[src/rtl/bitty_sequencer.sv]
// bitty_sequencer: multi-cycle instruction sequencer for BittyPro.
// It fetches one instruction over a valid/ready handshake, then walks the
// datapath through operand-X load, operand-Y/ALU, writeback and retire phases.
module bitty_sequencer #(
  parameter int INST_W = 16,
  parameter int NREG   = 8,
  parameter int CNT_W  = 16
) (
  input  logic              clk,
  input  logic              reset,
  input  logic              run,
  input  logic [INST_W-1:0] inst_in,
  input  logic              inst_valid,
  output logic              inst_ready,
  output logic [INST_W-1:0] inst,
  output logic              number,
  output logic              en_s,
  output logic              en_c,
  output logic [NREG-1:0]   en_rx,
  output logic              busy,
  output logic              done,
  output logic [CNT_W-1:0]  retired
);

  localparam int IDX_W = $clog2(NREG);

  typedef enum logic [2:0] {
    IDLE,
    FETCH,
    LOAD_X,
    LOAD_Y,
    WRITE,
    RETIRE
  } state_t;

  state_t            state;
  state_t            state_next;
  logic              accept;
  logic [IDX_W-1:0]  dest;

  // A transfer happens only in FETCH while the source offers a word.
  assign accept = (state == FETCH) && inst_valid;

  // Destination register index sits in the top bits of the instruction.
  assign dest = inst[INST_W-1 -: IDX_W];

  // State register.
  always_ff @(posedge clk or posedge reset) begin
    if (reset) begin
      state <= IDLE;
    end else begin
      state <= state_next;
    end
  end

  // Next-state logic; an all-zero word is a NOP and skips straight to retire.
  always_comb begin
    state_next = state;
    unique case (state)
      IDLE: begin
        if (run) state_next = FETCH;
      end
      FETCH: begin
        if (accept) begin
          state_next = (inst_in == '0) ? RETIRE : LOAD_X;
        end else if (!run) begin
          state_next = IDLE;
        end
      end
      LOAD_X: state_next = LOAD_Y;
      LOAD_Y: state_next = WRITE;
      WRITE:  state_next = RETIRE;
      RETIRE: state_next = run ? FETCH : IDLE;
      default: state_next = IDLE;
    endcase
  end

  // Instruction register: loads on a handshake and otherwise holds.
  always_ff @(posedge clk or posedge reset) begin
    if (reset) begin
      inst <= '0;
    end else if (accept) begin
      inst <= inst_in;
    end
  end

  // Retired-instruction counter, wrapping naturally at its width.
  always_ff @(posedge clk or posedge reset) begin
    if (reset) begin
      retired <= '0;
    end else if (state == RETIRE) begin
      retired <= retired + 1'b1;
    end
  end

  // Output decode from registered state and instruction only.
  always_comb begin
    inst_ready = 1'b0;
    number     = 1'b0;
    en_s       = 1'b0;
    en_c       = 1'b0;
    en_rx      = '0;
    busy       = (state != IDLE);
    done       = 1'b0;
    unique case (state)
      IDLE:   ;
      FETCH:  inst_ready = 1'b1;
      LOAD_X: begin
        number = 1'b1;
        en_s   = 1'b1;
      end
      LOAD_Y: en_c = 1'b1;
      WRITE: begin
        for (int unsigned i = 0; i < NREG; i++) begin
          en_rx[i] = (dest == i[IDX_W-1:0]);
        end
      end
      RETIRE: done = 1'b1;
      default: ;
    endcase
  end

endmodule
[config.mk]
export PLATFORM = sky130hd
export DESIGN_NAME = bitty_sequencer
export DESIGN_NICKNAME = d
export VERILOG_FILES = /design/src/rtl/bitty_sequencer.sv
export SDC_FILE = /design/constraint.sdc
export NUM_CORES = 1
export LEC_CHECK = 0
export ABC_AREA = 1
export BUFFER_PORTS_ARGS = -buffer_cell sky130_fd_sc_hd__buf_2
export CORE_UTILIZATION = 52
export DETAILED_ROUTE_END_ITERATION = 12
export PLACE_DENSITY = 0.84
export SETUP_SLACK_MARGIN = 0.05
export SLEW_MARGIN = 10
export SYNTH_ARGS = -nofsm -noshare
export SYNTH_HDL_FRONTEND = slang
export SYNTH_SLANG_ARGS = --single-unit
[constraint.sdc]
create_clock -name clk -period 2 [get_ports clk]
set_input_delay 0.2 -clock clk [delete_from_list [all_inputs] [get_ports clk]]
set_output_delay 0.2 -clock clk [all_outputs]
set_load 0.01 [all_outputs]
==> results of run 1 <==
## flip-flops by register name, summed over array words and instances, names as in the netlist
name     count
retired     16
state        3
inst        16
## cells in the final DEF, fill, tap and decap left out, types with 3 or more instances in the layout
cell type,Yosys,final
dfrtp_1,35,35
nor2_1,29,29
nor3_1,4,4
clkbuf_4,0,5
nand2_1,80,80
inv_2,3,3
inv_1,20,20
o21ai_0,5,5
xor2_1,4,4
buf_2,2,65
nand3_1,6,6
nor2_4,3,3
xnor2_1,7,7
nand3_2,3,3
## worst reg2reg max path: stages (launching register included)
cell     delay, ns
dfrtp_1       0.46
inv_2         0.11
nand3_2       0.10
nor2_4        0.24
buf_4         0.22
nand3_2       0.09
nand2_1       0.07
nand2_1       0.04
nand2_1       0.04
## where the power goes
group	leakage, nW	switching [W]	total, W	internal [W]
combinational	0.757	0.000584	0.000957	0.000372
clock	0.0386	0.000231	0.000438	0.000207
sequential	0.456	0.000176	0.00110	0.000924
## final timing paths
kind                                     endpoint  depth (start not counted)
max in group asynchronous    state[1]$_DFFE_PP0P_                          4
min reg2reg                   inst[4]$_DFFE_PP0P_                          2
max                                      en_rx[1]                          6
min in group asynchronous  retired[9]$_DFFE_PP0N_                          4
min                           inst[0]$_DFFE_PP0P_                          3
max reg2reg                  state[0]$_DFFE_PP0P_                          8
## through the flow
| stage | instances | worst slack (ns) | util [%] | total power (W) |
|---|---|---|---|---|
| 2_1_floorplan | 215 | 0.754 | - | 0.00172 |
| 3_3_place_gp | 322 | 0.632 | 67.6 | 0.00204 |
| 3_5_place_dp | 322 | 0.580 | 67.6 | 0.00207 |
| 4_1_cts | 331 | 0.270 | 70.1 | 0.00252 |
| 5_1_grt | 331 | 0.167 | 70.1 | 0.00268 |
| 6_report | 331 | 0.305 | 70.1 | 0.00250 |
## cell type report
cell class                      count  area share, %
Multi-Input combinational cell    152           33.8
Timing Repair Buffer               68           16.1
Tap cell                           44           2.53
Clock buffer                        8           3.16
Sequential cell                    35           40.3
Inverter                           24           4.20
## synthesized netlist by cell type
master     n
a21oi_1    1
buf_2      2
buf_4      1
buf_6      1
clkinv_2   1
dfrtp_1   35
ha_1       1
inv_1     20
inv_2      3
nand2_1   80
nand2_2    1
nand3_1    6
nand3_2    3
nand3_4    1
nand3b_1   2
nand3b_2   1
nand4_1    1
nor2_1    29
nor2_4     3
nor3_1     4
o21ai_0    5
o21ai_1    2
or2_1      1
xnor2_1    7
xor2_1     4
## logic make-up (layout without fill, tap and decap cells)
family                   Yosys count  count (layout)  share of synthesized area (%)
adder cells (fa/ha/maj)            1               1                          0.723
flip-flops                        35              35                           50.6
buffers and inverters             28             100                           6.94
XOR/XNOR                          11              11                           5.57
AO/OA/AOI/OAI                      8               8                           2.31
AND/OR/NAND/NOR                  132             132                           33.8
## metal layers
metal	track usage [%]	vias to the layer above	share of wire (%)
met3	7.58	5	5.5
met4	9.63	0	1.5
met2	38.1	49	50
met5	0	-	0
li1	-	795	-
met1	26.4	703	43
## what timing repair did
item / CTS / global route
hold buffers: 1 / 0
buffers inserted: 0 / 0
hold endpoints to repair: 35 / 0
==> metrics.md, run 1 <==
| Metric | Value |
|---|---|
| Post-DRT Antenna Nets | `0` |
| Full die area | `~3600 um2` |
| Wirelength per Cell | `10.9 um` |
| Yosys top cell area share | `between 50 and 60%` |
| GP Congestion | `0.786` |
| Vias in the first global route | `around 1400` |
| Clk_skew | `between 0.01 and 0.015 ns` |
| Crit path launch | `state[1]$_DFFE_PP0P_` |
| IO Count | `66` |
| Hold Vio Cnt, Final | `0` |
| CP delay by family, top | `simple AND/OR/NAND/NOR gates` |
| Gate count after technology mapping | `215` |
| Die height | `59.7 um` |
| Post-CTS Resized | `0` |
| Clock-pin slew on the worst setup and hold paths | `about 0.1 ns` |
| CTS tree | `built` |
| CP Capture Type | `output port` |
| Critical-path cell list | `inv_2, nand2_1, nor2_1, nand2_1, nor2_1, buf_2` |
| PortBufs | `65` |
| Worst Setup Path Type | `flop to output port` |
| Initial Util | `between 50% and 60%` |
| Slew @ Worst Pin | `0.437 ns` |
| Synth Register Bits | `35` |
| CTS Buf Count | `5` |
| CTS root buf | `clkbuf_4` |
| Leakage | `around 1.3 nW` |
| Crit-path max cell delay | `between 0.3 and 0.4 ns` |
| Synth warn | `0` |
| Syn_nets | `approximately 240` |
| Worst endpoint data arrival time | `about 1.5 ns` |
| Ranking of synthesized cells by area | `dfrtp_1, nand2_1, nor2_1, inv_1, xnor2_1` |
| RSZ-0062 raised after global routing | `false` |
| Synth cell types | `25` |
| Register area | `876 um2` |
| First-pass GRT wire length | `about 6000 um` |
| Hold WC Path Type | `input pin to flop` |
| Post-route cell area | `~2200 um2` |
| Hold slack | `0.0762 ns` |
| Setup_tns | `0 ns` |
| Core Area | `between 3000 and 4000 um2` |
| Via count | `1552` |
| Status | `complete, no violations` |
| Layout cell share with drive strength beyond 1 | `a little under a third` |
| Vias per cell | `around 4.7` |
| Cell Pwr Density | `between 1000 and 1500 nW/um2` |
| Total Wirelength | `between 3000 and 4000 um` |
| Critical Path RT | `between 1.5 and 2 ns` |
| Total grt overflow | `0` |
| Post-synthesis cell area | `between 1500 and 2000 um2` |
| Cell taking the most area after synthesis | `dfrtp_1` |
| H-tree levels | `2` |
| Worst-path maximum fanout | `7` |
| Final worst-path cycle share | `about 85%` |
| Pre-antenna DRT Iters | `4` |
| Initial antenna violation count | `0` |
| Clk sinks | `35` |
| Critical Path Source Type | `flop` |
| Largest net degree at the start of global routing | `36` |
| Worst Path Buf+Inv | `2` |
| Nets@finish | `~310` |
| Hold Startpoint | `inst_in[0]` |
| Final setup viols | `0` |
| Max-cap violations | `0` |
| GRT Total Usage | `22.7%` |
| Core Rows | `20` |
| Dpl cell area | `2100 um2` |
| Clock Path Buffers | `2` |
| R2R Setup Slk | `~0.56 ns` |
| Max-slew violation count | `0` |
| Skew-Pair Late Insertion Delay | `0.34 ns` |
| Max Clk Rate | `0.590 GHz` |
| DP HPWL | `approximately 2700 um` |
| Tmin final | `around 1.7 ns` |
| Die X | `59.7 um` |
| 1st-iter DRT viols | `65` |
| Maximum vdd ir drop | `0.718 mV` |
| Sequential fraction of the synthesis area | `roughly half` |
| Diodes inserted | `0` |
| Rel. slew slack | `a little under three quarters` |
| Mapped Avg Cell Area | `a little over 8 um2` |
| Slowest-stage cell, CP | `dfrtp_1` |
| Launching point of the worst reg2reg path | `state[2]$_DFFE_PP0P_` |
| Number of fill cells | `around 280` |
| Multi-input gate area | `approximately 730 um2` |
| Residual DRC count | `0` |
| Syn-to-layout area delta | `25.7%` |
Power figures use the tool's default switching activity.
==> inputs of run 2 (changes only) <==
Settings changed: CORE_UTILIZATION 52 to 44, PLACE_DENSITY 0.84 to 0.76.
Clock period 2 ns to 1.4 ns, I/O delays scaled along.
==> run 2 against run 1 <==
Against the previous run: first-iteration DRC count down 35%; die area up 18%; critical endpoint unchanged; the run now ends with setup timing left; highest routed layer unchanged; register-to-register slack worse by 0.49 ns; worst hold slack worse by 0.016 ns; routed wire length up 8.2%; global-route usage down 2.2 points; worst setup slack worse by 0.34 ns; largest power group unchanged.
==> metrics.md, run 2 (synthesized netlist as in run 1, its figures left out) <==
| Metric | Value |
|---|---|
| Failing checks | `setup timing` |
| Rel. slew slack | `71.0%` |
| Final worst-path cycle share | `103%` |
| Setup_tns | `-0.146 ns` |
| Pre-CTS setup slack | `around 0.11 ns` |
| Tmin final | `1.44 ns` |
| CTS tree | `built` |
| H-tree levels | `2` |
| Initial antenna violation count | `0` |
| Worst Setup Path Type | `flop to output port` |
| Diodes inserted | `0` |
| CTS Buf Count | `5` |
| Hold WC Path Type | `input pin to flop` |
| Final setup viols | `10` |
| PortBufs | `between 60 and 70` |
| Die height | `64.7 um` |
| Final WS setup | `-0.0356 ns` |
| GP Congestion | `around 0.75` |
| Worst endpoint data arrival time | `about 1.3 ns` |
| Launching point of the worst reg2reg path | `state[1]$_DFFE_PP0P_` |
| GRT Total Usage | `20.5%` |
| Maximum vdd ir drop | `roughly 0.82 mV` |
| Clk sinks | `35` |
| Via count | `approximately 1600` |
| Clk_skew | `0.00612 ns` |
| Skew-Pair Late Insertion Delay | `approximately 0.29 ns` |
| Layout cell share with drive strength beyond 1 | `38.2%` |
| Vias per cell | `roughly 4.7` |
| RSZ-0062 raised after global routing | `true` |
| Wirelength per Cell | `around 11 um` |
| Full die area | `between 4000 and 5000 um2` |
| Total grt overflow | `0` |
| DP HPWL | `about 2700 um` |
| Max-slew violation count | `0` |
| Critical Path Source Type | `flop` |
| Pre-antenna DRT Iters | `4` |
| Nets@finish | `~310` |
| Hold Vio Cnt, Final | `0` |
| Core Rows | `22` |
| Total power | `a little over 0.004 W` |
| 1st-iter DRT viols | `42` |
| Slew @ Worst Pin | `between 0.4 and 0.5 ns` |
| Reg2Reg Depth | `7` |
| Initial Util | `around 47%` |
| Max Clk Rate | `0.697 GHz` |
| Largest net degree at the start of global routing | `36` |
| First-pass GRT wire length | `between 6000 and 7000 um` |
| Hold Crit Endpoint | `inst[8]$_DFFE_PP0P_` |
| R2R Setup Slk | `roughly 0.070 ns` |
| Most frequent cells in the layout | `nand2_1, buf_2, dfrtp_1, nor2_1, inv_1` |
| CP Capture Type | `output port` |
| Hold Path Depth | `3` |
| Residual DRC count | `0` |
| Critical Path RT | `about 1.3 ns` |
| CTS root buf | `clkbuf_8` |
| Worst-path maximum fanout | `5` |
| Syn-to-layout area delta | `37.5%` |
| Top flop regs | `inst x16, retired x16, state x3` |
| Clock-pin slew on the worst setup and hold paths | `~0.070 ns` |
| Die X | `between 60 and 70 um` |
| Core Area | `roughly 3700 um2` |
| Vias in the first global route | `1514` |
| Status | `finished with violations` |
| Post-DRT Antenna Nets | `0` |
| Clock Path Buffers | `2` |
| Cell Pwr Density | `around 1700 nW/um2` |
| Most common cell after layout, fill and taps aside | `nand2_1` |
| Hold Startpoint | `inst_in[8]` |
| Total Wirelength | `~3900 um` |
| Worst R2R End | `retired[13]$_DFFE_PP0N_` |
| Max-cap violations | `0` |
| Leakage | `between 1 and 1.5 nW` |
| IO Count | `66` |
-- run 2: changes by cell type in the layout (fill, tap and decap cells not counted), moves of 3 or more --
cell,previous run,this run
nor2_1,29,24
clkbuf_8,2,6
buf_4,2,6
clkbuf_4,5,0
buf_6,0,4
nor2_2,0,4
nand2_1,80,77
-- run 2: layout make-up --
class	count	area, um2
Fill cell	339	1340
Sequential cell	35	878
Multi-Input combinational cell	152	812
Timing Repair Buffer	74	415
Inverter	24	95.1
Clock buffer	6	82.6
Tap cell	48	60.1
Clock inverter	2	35.0
-- run 2: metrics by stage --
stage | hold WS (ns) | instances | util [%] | area, um2
2_1_floorplan | 0.257 | 215 | - | 1730
3_3_place_gp | 0.255 | 326 | 56.6 | 2100
3_5_place_dp | 0.268 | 326 | 56.6 | 2100
4_1_cts | 0.0472 | 336 | 60.5 | 2250
5_1_grt | 0.0600 | 341 | 64.0 | 2380
6_report | 0.0604 | 341 | 64.0 | 2380
-- run 2: what timing repair did --
action | in CTS | in global routing
endpoints found under the hold margin | 35 | 0
resized for setup | 5 | 22
hold buffers | 1 | 0
setup endpoints to repair | 11 | 21
pin swaps | 0 | 6
buffers inserted | 1 | 5
-- run 2: worst max-delay path by stage --
stage	startpoint	to	slack (ns)	depth (start not counted)
5_1_grt	state[2]$_DFFE_PP0P_	en_rx[3]	-0.12	5
4_1_cts	state[0]$_DFFE_PP0P_	en_rx[1]	-0.05	4
3_3_place_gp	state[2]$_DFFE_PP0P_	inst[13]$_DFFE_PP0P_	0.15	6
6_report	state[2]$_DFFE_PP0P_	en_rx[1]	-0.04	5
3_5_place_dp	state[2]$_DFFE_PP0P_	inst[13]$_DFFE_PP0P_	0.11	6
2_1_floorplan	retired[0]$_DFFE_PP0N_	retired[14]$_DFFE_PP0N_	0.15	8
-- run 2: worst max-delay path, cell delays in order (launching register included) --
cell,delay [ns]
dfrtp_2,0.45
nand2_2,0.09
nor2_4,0.14
nand2_2,0.10
nor2_1,0.09
buf_2,0.13
-- run 2: layer usage --
layer | vias up | routed length (um) | track usage, %
met1 | 735 | 1600 | 23.7
met3 | 6 | 241 | 6.87
li1 | 803 | - | -
met2 | 58 | 1990 | 34.4
met4 | 0 | 61 | 8.33
met5 | - | 0 | 0
-- run 2: report_power, final --
part	internal, W	switching (W)	total, W	leakage (nW)
logic	0.000666	0.000919	0.00158	0.823
clock network	0.000576	0.000374	0.000951	0.0612
registers	0.00133	0.000252	0.00158	0.454
total	0.00257	0.00154	0.00412	1.34
==> inputs of run 3 (changes only) <==
Settings changed: MAX_ROUTING_LAYER from default to met4.
Clock period 1.4 ns to 1.17 ns, I/O delays scaled along.
==> run 3 against run 2 <==
Against the previous run: utilization grew 11 points; die area is the same; largest power group is now combinational cells; design area grew 17%; sequential power grew 20%; via count grew 8.9%; the flow still finishes with violations (setup timing); critical endpoint is now done; count of clock-buffer cells in the layout shrank 1; first-iteration DRC count grew to 2.8 times the previous value; highest routed layer unchanged; cell count grew 8.2%; power grew 43%; worst setup slack lost 0.22 ns; sequential share of layout area shrank 5.4 points; clock skew is essentially flat.
==> metrics.md, run 3 (synthesized netlist as in run 1, its figures left out) <==
| Metric | Value |
|---|---|
| Skew-Pair Late Insertion Delay | `around 0.29 ns` |
| Layout Utilization | `75.1%` |
| Final WS setup | `-0.251 ns` |
| Worst Setup EP | `done` |
| Layout cell share with drive strength beyond 1 | `between 40% and 50%` |
| IO Count | `66` |
| Post-Place Cells | `~340` |
| Crit path launch | `state[2]$_DFFE_PP0P_` |
| CTS Buf Count | `5` |
| Most repeated library cell on the critical path | `buf_6` |
| Initial antenna violation count | `0` |
| Largest net degree at the start of global routing | `36` |
| 1st-iter DRT viols | `around 120` |
| Via count | `between 1500 and 2000` |
| PortBufs | `between 60 and 70` |
| Post-route non-filler standard cell count | `369` |
| Tmin final | `about 1.4 ns` |
| Launching point of the worst reg2reg path | `state[2]$_DFFE_PP0P_` |
| Full die area | `4190 um2` |
| Critical Path Source Type | `flop` |
| Worst Setup Path Type | `flop to output port` |
| H-tree levels | `2` |
| Hold slack | `between 0.03 and 0.04 ns` |
| DP HPWL | `between 2000 and 3000 um` |
| CTS tree | `built` |
| Nets@finish | `341` |
| Wirelength per Cell | `approximately 13 um` |
| Final worst-path cycle share | `121%` |
| Pre-antenna DRT Iters | `5` |
| Clk_skew | `about 0.006 ns` |
| Reg2Reg Depth | `7` |
| Core Area | `between 3000 and 4000 um2` |
| Initial Util | `around 47%` |
| CP Capture Type | `output port` |
| Maximum vdd ir drop | `1.18 mV` |
| GP Congestion | `roughly 0.85` |
| Top flop regs | `inst x16, retired x16, state x3` |
| Total grt overflow | `0` |
| R2R Setup Slk | `-0.24 ns` |
| Post-DRT Antenna Nets | `0` |
| Most frequent cells in the layout | `nand2_1, buf_2, dfrtp_1, nor2_1, buf_6` |
| CTS root buf | `clkbuf_8` |
| Hold WC Path Type | `input pin to flop` |
| Critical Path RT | `roughly 1.1 ns` |
| Dpl cell area | `approximately 2200 um2` |
| Max-cap violations | `0` |
| Die X | `~65 um` |
| Core Rows | `22` |
| Rel. slew slack | `between 70% and 80%` |
| Total Wirelength | `roughly 4600 um` |
| Vias in the first global route | `approximately 1600` |
| Worst R2R End | `state[1]$_DFFE_PP0P_` |
| Slowest-stage cell, CP | `dfrtp_2` |
| Max-slew violation count | `0` |
| Failing checks | `setup timing` |
| First-pass GRT wire length | `about 7300 um` |
| Worst endpoint data arrival time | `around 1.3 ns` |
| Max Clk Rate | `slightly above 0.7 GHz` |
| RSZ-0062 raised after global routing | `true` |
| Syn-to-layout area delta | `61.2%` |
| Status | `finished with violations` |
| Hold Vio Cnt, Final | `0` |
| Setup_tns | `-8.30 ns` |
| Leakage | `approximately 1.5 nW` |
| Clock Path Buffers | `2` |
| Post-route cell area | `about 2800 um2` |
| Die height | `between 60 and 70 um` |
| GRT Total Usage | `a little under a quarter` |
| Slew @ Worst Pin | `0.446 ns` |
| Critical-path cell list | `buf_4, nand3_4, clkinv_4, buf_6, buf_6` |
| Residual DRC count | `0` |
| Crit-path max cell delay | `approximately 0.44 ns` |
| Cell Pwr Density | `2110 nW/um2` |
| Clk sinks | `35` |
| Diodes inserted | `0` |
| Clock-pin slew on the worst setup and hold paths | `roughly 0.070 ns` |
| Worst-path maximum fanout | `4` |
| Most common cell after layout, fill and taps aside | `nand2_1` |
| Vias per cell | `between 4 and 5` |
| Final setup viols | `49` |
run 3: cell count changes in the layout (fill, tap and decap cells not counted), sizes merged:
cell / delta
inv: -1
clkinvlp: +1
buf: +28
bufinv: +1
clkbuf: -1
run 3: layout make-up:
class	instances	area [um2]
Fill cell	282	927
Multi-Input combinational cell	152	908
Sequential cell	35	880
Tap cell	48	60.1
Inverter	24	108
Timing Repair Buffer	102	697
Clock inverter	3	67.6
Clock buffer	5	68.8
run 3: what timing repair did:
action / CTS / global route
hold buffers: 1 / 0
buffers inserted: 13 / 6
endpoints found under the hold margin: 35 / 0
pin swaps: 11 / 11
cloned: 1 / 1
resized for setup: 45 / 29
setup endpoints to repair: 46 / 51
run 3: metrics by stage:
stage,power [W],setup slack (ns)
finish,0.00589,-0.251
global placement,0.00371,-0.0449
floorplan,0.00298,-0.0765
detailed placement,0.00376,-0.104
global route,0.00627,-0.327
CTS,0.00562,-0.215
run 3: layer usage:
metal / global-route usage, % / routed length (um)
met1: 26.9 / 1810
met2: 41.5 / 2510
met3: 6.69 / 223
met4: 5.83 / 85
met5: - / 0
run 3: worst min-delay path by stage:
stage,from,end,slack [ns],depth (start not counted)
5_1_grt,inst_in[9],inst[9]$_DFFE_PP0P_,0.03,3
3_5_place_dp,reset,retired[12]$_DFFE_PP0N_,0.24,3
6_report,inst_in[10],inst[10]$_DFFE_PP0P_,0.03,3
3_3_place_gp,reset,retired[15]$_DFFE_PP0N_,0.24,3
4_1_cts,inst_in[10],inst[10]$_DFFE_PP0P_,0.03,3
2_1_floorplan,inst_in[10],inst[10]$_DFFE_PP0P_,0.23,2
run 3: worst max-delay path: cells and delay by family (launching register included):
kind	cells	cell delay (ns)
simple gates	1	0.10
flops	1	0.44
buf+inv	4	0.47
run 3: report_power, final:
group / internal, W / leakage (nW) / switching, W
clock: 0.000850 / 0.0644 / 0.000470
combinational: 0.00132 / 1.03 / 0.00137
sequential: 0.00159 / 0.452 / 0.000299
